$ cat src/rtl/sum_chain_pkg.sv
// Shared types and the adder helper for sum_chain_pipe.
// Build option: SUM_CHAIN_PIPE_SAT_EN makes every add saturate instead of wrapping.
package sum_chain_pkg;

  localparam int unsigned STAGES = 3;
  localparam int unsigned MAX_W  = 64;

  // One channel word. The live width is passed to add_w as an argument.
  typedef logic [MAX_W-1:0] word_t;

  // w-bit unsigned add. Wraps modulo 2^w, or clips to 2^w-1 when saturation is built in.
  function automatic word_t add_w(input word_t x, input word_t y, input int unsigned w);
    word_t          mask;
    logic [MAX_W:0] s;
    mask = (w >= MAX_W) ? '1 : ((word_t'(1) << w) - word_t'(1));
    s    = {1'b0, x & mask} + {1'b0, y & mask};
`ifdef SUM_CHAIN_PIPE_SAT_EN
    if (s > {1'b0, mask}) return mask;
`endif
    return word_t'(s) & mask;
  endfunction

endpackage

$ cat src/rtl/sum_chain_stage.sv
// Generic valid/ready pipeline register. An empty slot accepts new data even
// while downstream is stalled, so bubbles collapse.
module sum_chain_stage #(
  parameter int DW = 8
) (
  input  logic          clk,
  input  logic          rst_n,
  input  logic          up_valid,
  input  logic [DW-1:0] up_data,
  input  logic          dn_ready,
  output logic          rdy,
  output logic          valid,
  output logic [DW-1:0] data
);

  logic          vld_d, vld_q;
  logic [DW-1:0] data_d, data_q;

  // Slot can take a beat when it is empty or its content is leaving this cycle.
  always_comb rdy = !vld_q || dn_ready;

  // Next state: load on ready; data only changes when a real beat arrives.
  always_comb begin
    vld_d  = vld_q;
    data_d = data_q;
    if (rdy) begin
      vld_d = up_valid;
      if (up_valid) data_d = up_data;
    end
  end

  // State register; reset clears both valid and data.
  always_ff @(posedge clk or negedge rst_n) begin
    if (!rst_n) begin
      vld_q  <= 1'b0;
      data_q <= '0;
    end else begin
      vld_q  <= vld_d;
      data_q <= data_d;
    end
  end

  assign valid = vld_q;
  assign data  = data_q;

endmodule

$ cat src/rtl/sum_chain_pipe.sv
// Three-stage pipelined add chain c=a+b, d=a+b+c, f=c+d over CH channels,
// with valid/ready flow control, a per-channel track/hold register e and a
// transfer counter. Build option: SUM_CHAIN_PIPE_SAT_EN (saturating adds).
module sum_chain_pipe
  import sum_chain_pkg::*;
#(
  parameter int               WIDTH  = 16,
  parameter int               CH     = 2,
  parameter logic [WIDTH-1:0] E_INIT = '0
) (
  input  logic                clk,
  input  logic                rst_n,
  input  logic                in_valid,
  output logic                in_ready,
  input  logic [CH*WIDTH-1:0] a,
  input  logic [CH*WIDTH-1:0] b,
  output logic                out_valid,
  input  logic                out_ready,
  output logic [CH*WIDTH-1:0] c,
  output logic [CH*WIDTH-1:0] d,
  output logic [CH*WIDTH-1:0] f,
  input  logic                track_en,
  output logic [CH*WIDTH-1:0] e,
  output logic [15:0]         beat_cnt
);

  localparam int CW = CH * WIDTH;

  logic          rdy1, rdy2, rdy3;
  logic          vld_p1, vld_p2, vld_p3;
  logic [3*CW-1:0] s1_d, s1_q;
  logic [2*CW-1:0] s2_d, s2_q;
  logic [3*CW-1:0] s3_d, s3_q;
  logic [CW-1:0] a_p1, b_p1, c_p1, c_p2, d_p2;
  logic [CW-1:0] e_d, e_q;
  logic [15:0]   beat_cnt_d, beat_cnt_q;
  logic          xfer;

  assign a_p1 = s1_q[0 +: CW];
  assign b_p1 = s1_q[CW +: CW];
  assign c_p1 = s1_q[2*CW +: CW];
  assign c_p2 = s2_q[0 +: CW];
  assign d_p2 = s2_q[CW +: CW];

  // Stage 1 input: keep a and b, form c1 = a+b per channel.
  always_comb begin
    s1_d = '0;
    for (int k = 0; k < CH; k++) begin
      s1_d[k*WIDTH +: WIDTH]        = a[k*WIDTH +: WIDTH];
      s1_d[CW + k*WIDTH +: WIDTH]   = b[k*WIDTH +: WIDTH];
      s1_d[2*CW + k*WIDTH +: WIDTH] = WIDTH'(add_w(word_t'(a[k*WIDTH +: WIDTH]),
                                                   word_t'(b[k*WIDTH +: WIDTH]), WIDTH));
    end
  end

  sum_chain_stage #(.DW(3*CW)) u_s1 (
    .clk(clk), .rst_n(rst_n), .up_valid(in_valid), .up_data(s1_d),
    .dn_ready(rdy2), .rdy(rdy1), .valid(vld_p1), .data(s1_q)
  );

  // Stage 2 input: pass c1 on, d2 = (a+b)+c1 so a saturated c1 propagates.
  always_comb begin
    s2_d = '0;
    for (int k = 0; k < CH; k++) begin
      s2_d[k*WIDTH +: WIDTH]      = c_p1[k*WIDTH +: WIDTH];
      s2_d[CW + k*WIDTH +: WIDTH] = WIDTH'(add_w(
          add_w(word_t'(a_p1[k*WIDTH +: WIDTH]), word_t'(b_p1[k*WIDTH +: WIDTH]), WIDTH),
          word_t'(c_p1[k*WIDTH +: WIDTH]), WIDTH));
    end
  end

  sum_chain_stage #(.DW(2*CW)) u_s2 (
    .clk(clk), .rst_n(rst_n), .up_valid(vld_p1), .up_data(s2_d),
    .dn_ready(rdy3), .rdy(rdy2), .valid(vld_p2), .data(s2_q)
  );

  // Stage 3 input: final c, d and f = c2+d2.
  always_comb begin
    s3_d = '0;
    for (int k = 0; k < CH; k++) begin
      s3_d[k*WIDTH +: WIDTH]        = c_p2[k*WIDTH +: WIDTH];
      s3_d[CW + k*WIDTH +: WIDTH]   = d_p2[k*WIDTH +: WIDTH];
      s3_d[2*CW + k*WIDTH +: WIDTH] = WIDTH'(add_w(word_t'(c_p2[k*WIDTH +: WIDTH]),
                                                   word_t'(d_p2[k*WIDTH +: WIDTH]), WIDTH));
    end
  end

  sum_chain_stage #(.DW(3*CW)) u_s3 (
    .clk(clk), .rst_n(rst_n), .up_valid(vld_p2), .up_data(s3_d),
    .dn_ready(out_ready), .rdy(rdy3), .valid(vld_p3), .data(s3_q)
  );

  assign in_ready  = rdy1;
  assign out_valid = vld_p3;
  assign c         = s3_q[0 +: CW];
  assign d         = s3_q[CW +: CW];
  assign f         = s3_q[2*CW +: CW];
  assign xfer      = vld_p3 && out_ready;

  // Track/hold and counter next state: both only move on an output transfer.
  always_comb begin
    e_d        = e_q;
    beat_cnt_d = beat_cnt_q;
    if (xfer) begin
      beat_cnt_d = beat_cnt_q + 16'd1;
      if (track_en) e_d = s3_q[2*CW +: CW];
    end
  end

  // e and beat_cnt registers.
  always_ff @(posedge clk or negedge rst_n) begin
    if (!rst_n) begin
      e_q        <= {CH{E_INIT}};
      beat_cnt_q <= '0;
    end else begin
      e_q        <= e_d;
      beat_cnt_q <= beat_cnt_d;
    end
  end

  assign e        = e_q;
  assign beat_cnt = beat_cnt_q;

endmodule
$ cat config.mk
export PLATFORM = sky130hd
export DESIGN_NAME = sum_chain_pipe
export DESIGN_NICKNAME = d
export VERILOG_FILES = /design/src/rtl/sum_chain_pkg.sv /design/src/rtl/sum_chain_stage.sv /design/src/rtl/sum_chain_pipe.sv
export SDC_FILE = /design/constraint.sdc
export NUM_CORES = 1
export LEC_CHECK = 0
export BUFFER_PORTS_ARGS = -buffer_cell sky130_fd_sc_hd__buf_2
export CAP_MARGIN = 20
export CORE_MARGIN = 4
export CORE_UTILIZATION = 30
export DETAILED_ROUTE_END_ITERATION = 10
export SYNTH_ARGS = -nofsm -noshare
export SYNTH_HDL_FRONTEND = slang
export SYNTH_SLANG_ARGS = --single-unit
$ cat constraint.sdc
create_clock -name clk -period 3.7 [get_ports clk]
set_clock_uncertainty 0.05 [all_clocks]
set_input_delay 0.555 -clock clk [delete_from_list [all_inputs] [get_ports clk]]
set_output_delay 0.555 -clock clk [all_outputs]
set_load 0.01 [all_outputs]
# --- Word level (Yosys, flattened, before mapping) ---
# Cells that the tools add are included.
op_classes:
  reduce_logical: 11
  n_addsub: 9
ops:
  columns: ["operator", "n"]
  rows:
  - ["16-bit adder", 8]
  - ["16-bit by 1-bit adder with 16-bit output, second input constant", 1]
  - ["2-bit AND reduction", 4]
  - ["1-bit logical NOT", 3]
  - ["1-bit logical OR", 3]
  - ["1-bit logical AND", 1]
word_totals:
  out_inout_bits: 146
  register_bits: 307

# --- Longest topological paths before layout ---
depth:
  word_depth: 5
  ltp_mapped: 13
  ltp_nobuf: 13

# --- Hierarchy ---
# A second synthesis with hierarchy kept.
hier_totals:
  hier_cells: 1287
  area_unflattened_um2: 16876.2
modules_own_cells:
  columns: ["module", "instances", "cells_per_inst", "seq_area_each_um2", "area_each_um2"]
  rows:
  - ["sum_chain_stage at u_s1 ...", 2, 206, 2427.3, 3766.1]
  - ["sum_chain_pipe", 1, 737, 1201.2, 6672.6]
  - ["sum_chain_stage at u_s2", 1, 138, 1626.6, 2671.3]

# --- Least setup slack after synthesis ---
# Ideal clock, no wire load.
synth_timing:
  kind: "reg-to-reg"
  start: "register u_s1.data_q[1] (netlist: u_s1.data[1])"
  end: "register u_s2.data_q[45] (netlist: u_s2.data[45])"
  slack_ps: 655
  period_less_slack_ps: 3045
  t_arrival_ps: 2926
  path_buffers: 0
  setup_ps: 69
  stages_incl_launch_ff: 12
  cell_sequence: "dfrtp_1 fa_1 ha_1 inv_1 fa_1 nand2b_1 a21oi_1 o2111ai_1 nand2_1 a21oi_1 or4b_2 nand3_1"
synth_between:
  elab_chain_len: 2
synth_lines:
  columns: ["element", "line", "source"]
  rows:
  - ["start: declaration", "sum_chain_stage.sv:17", "logic [DW-1:0] data_d, data_q;"]
  - ["start signal: assignment", "sum_chain_stage.sv:39", "data_q <= data_d;"]
  - ["16-bit adder (2 in a row)", "sum_chain_pkg.sv:16", "s = {1'b0, x & mask} + {1'b0, y & mask};"]
  - ["end signal: assignment", "sum_chain_stage.sv:39", null]
  - ["end: declaration", "sum_chain_stage.sv:17", null]
# Every way passes these cells.
# A chain may end at the register's enable or synchronous reset.

# --- Worst setup path after layout ---
# Same ends and word-level chain as after synthesis.

==> flow_summary.json <==
{
  "num_rows": 83,
  "crit_arrival_ns": 3.74,
  "die_y_um": 237,
  "synthFlopType": "dfrtp_1",
  "synthTopCellsByArea": "dfrtp_1 49%, mux2_2 14%, ha_1 7.1%, fa_1 4.6%, o21ai_0 3.7%",
  "synth_fp_nets": 1524,
  "crit_path_top_delay_cell": "or4b_2",
  "peakVddDrop_mv": 0.327,
  "io_pins": 215,
  "crit_path_start_kind": "flop",
  "core_sq_mm": 0.0517,
  "ys_async_sr_fraction": 1.00,
  "final_max_slew_viol_count": 0,
  "ys_types": 56,
  "tightest_slew_ns": 0.953,
  "cts_root_buf": "clkbuf_16",
  "path_cells": "fa_1, ha_1, inv_1, fa_1, nand2b_1, a21oi_1, o2111ai_1, nand2_1, a21oi_1, or4b_2, nand3_1",
  "grt_pass1_vias": 11160,
  "period_share": 0.897,
  "path_class": "flop to flop",
  "critPathMaxStageDelay_ns": 0.62,
  "grt_setup_unrepaired": "no",
  "netlist_instances": 1330,
  "clock_path_buffers": 3,
  "hpwl_um": 29900,
  "layout_commonest_cell": "dfrtp_1",
  "htreeDepth": 2,
  "cts_setup_buffers": 0,
  "final_nets": 1743,
  "drive_gt1_frac": 0.313,
  "die_w_um": 237,
  "synth_top_area_frac": 0.487,
  "initial_core_util": 0.305,
  "outcome": "complete, no violations",
  "yosysWarnings": 0,
  "syn_area_per_cell_sq_um": 11.9,
  "hold_class": "input port to flop",
  "routedWlPerCell_um": 17.4,
  "drc": 0,
  "p_per_area_mw_per_mm2": 843,
  "ys_seq_elements": 307,
  "drtIter0Drc": 475,
  "viasPerCell": 4.73,
  "synth_edf_count": 0,
  "max_freq_mhz": 301,
  "num_vias": 10673,
  "crit_family": "adder cells",
  "io_buffers": 214,
  "critPathRequiredTime_ns": 4.12,
  "areaGrowthSynthToFinish_pct": 20.1,
  "total_leakage_power_uw": 0.00871,
  "seq_area_frac_synth": 0.487,
  "drtAntennaViolNets": 0,
  "final_cell_mix": "307 x dfrtp_1, 213 x buf_2, 201 x mux2_2",
  "grt_first_pass_wirelength_um": 62900,
  "fin_tns_setup_ns": 0,
  "first_pass_iters": 4,
  "path_clk_slew_ns": 0.06,
  "grt_overflow": 0,
  "worst-path-buf-inv": 1,
  "setup_ws_ns": 0.383,
  "place.gp.congestion": 0.872,
  "cts_inserted_buffers": 36,
  "grt_max_degree": 96,
  "totalWireLength_um": 39300,
  "insertion_delay_ns": 0.54,
  "dpl_worst_slack_ns": 0.386,
  "maxCapViolCount": 0,
  "path_max_fanout": 4,
  "grt_usage": 0.138,
  "relSlewSlack": 0.364,
  "design.die.area_sq_mm": 0.0563,
  "finalHoldViolations": 0,
  "cts_tree": "yes",
  "finalSetupViolations": 0,
  "antenna_found_initial": 13,
  "yosysTopAreaCell": "dfrtp_1",
  "finalCriticalPeriod_ns": 3.32,
  "netlist_area_sq_mm": 0.0158,
  "cp-end-kind": "flop",
  "cts.sinks": 307
}
## synth_stat cells (2+ instances only)
master     instances
a2111oi_2          3
a211o_1            4
a211oi_1          12
a21boi_0           3
a21o_1            28
a21oi_1           53
a221oi_1           2
a311oi_1           2
a31oi_1           10
a41oi_1            2
and2_1             5
and3_1             9
buf_1             14
buf_2              6
clkbuf_1          23
dfrtp_1          307
fa_1              36
ha_1              89
inv_1             30
mux2_2           201
nand2_1          123
nand2b_1          15
nand3_1           22
nand4_1            9
nor2_1            36
nor2b_1            7
nor3_1            10
nor3b_1            2
o211ai_1           3
o21a_1            11
o21ai_0          118
o21bai_1           8
o31ai_1           11
xnor2_1           56
xor2_1            39
## state kept, by name, indices dropped and copies added (netlist names)
signal,flops
u_s2.valid,1
u_s3.valid,1
u_s3.data,96
beat_cnt,16
u_s1.data,96
e,32
u_s1.valid,1
u_s2.data,64
## cells by family after synthesis
group / after synthesis / synth area share
flops: 307 / 0.487
compound gates: 284 / 0.112
simple gates: 245 / 0.0704
mux: 201 / 0.144
fa+ha+maj: 125 / 0.116
xor+xnor: 95 / 0.0528
buf+inv: 73 / 0.0179
## area by class of cell
type,count,area (sq um)
antenna,3,7.51
clock buffer,50,1060
clock inverter,12,165
fill,5075,32800
inverter,30,113
multi-input combinational,950,7830
sequential,307,7680
tap,680,851
timing repair buffer,224,1220
## per-layer routing
layer	track usage	vias up	wire, um
met5	0	-	141
met4	0.0331	22	748
met3	0.0415	68	2460
met2	0.207	194	16900
met1	0.198	5194	19100
li1	-	5195	-
## metrics by stage
stage               instances  hold WS (ns)  power, uW  utilization  cell area, sq um
global placement         2190         0.410      12200        0.342             17700
floorplan                1330         0.209      10000            -             15800
CTS                      2253         0.179      16200        0.366             18900
global route             2253         0.196      17200        0.366             18900
finish                   2256         0.215      16000        0.366             18900
detailed placement       2190         0.409      12400        0.342             17700
## worst paths after layout
check / slack (ns) / cells past startpoint / to / startpoint
min in group asynchronous: 0.50 / 2 / u_s1.data[12] / rst_n
max reg2reg: 0.38 / 11 / u_s2.data[45] / u_s1.data[1]
min: 0.21 / 2 / u_s1.data[46] / b[14]
max: 0.38 / 11 / u_s2.data[45] / u_s1.data[1]
min reg2reg: 0.42 / 1 / beat_cnt[15] / beat_cnt[15]
max in group asynchronous: 2.19 / 3 / beat_cnt[2] / rst_n
## power breakdown
group	total (uW)	switching (uW)	internal (uW)
logic	6630	3520	3120
clock network	3700	1420	2280
registers	5620	1040	4580
total	16000	5970	9980
## what timing repair did
item                      in CTS  in global routing
hold endpoints to repair      62                  0
hold buffers                   1                  0
resized for setup              0                  0
Power figures use the tool's default switching activity.
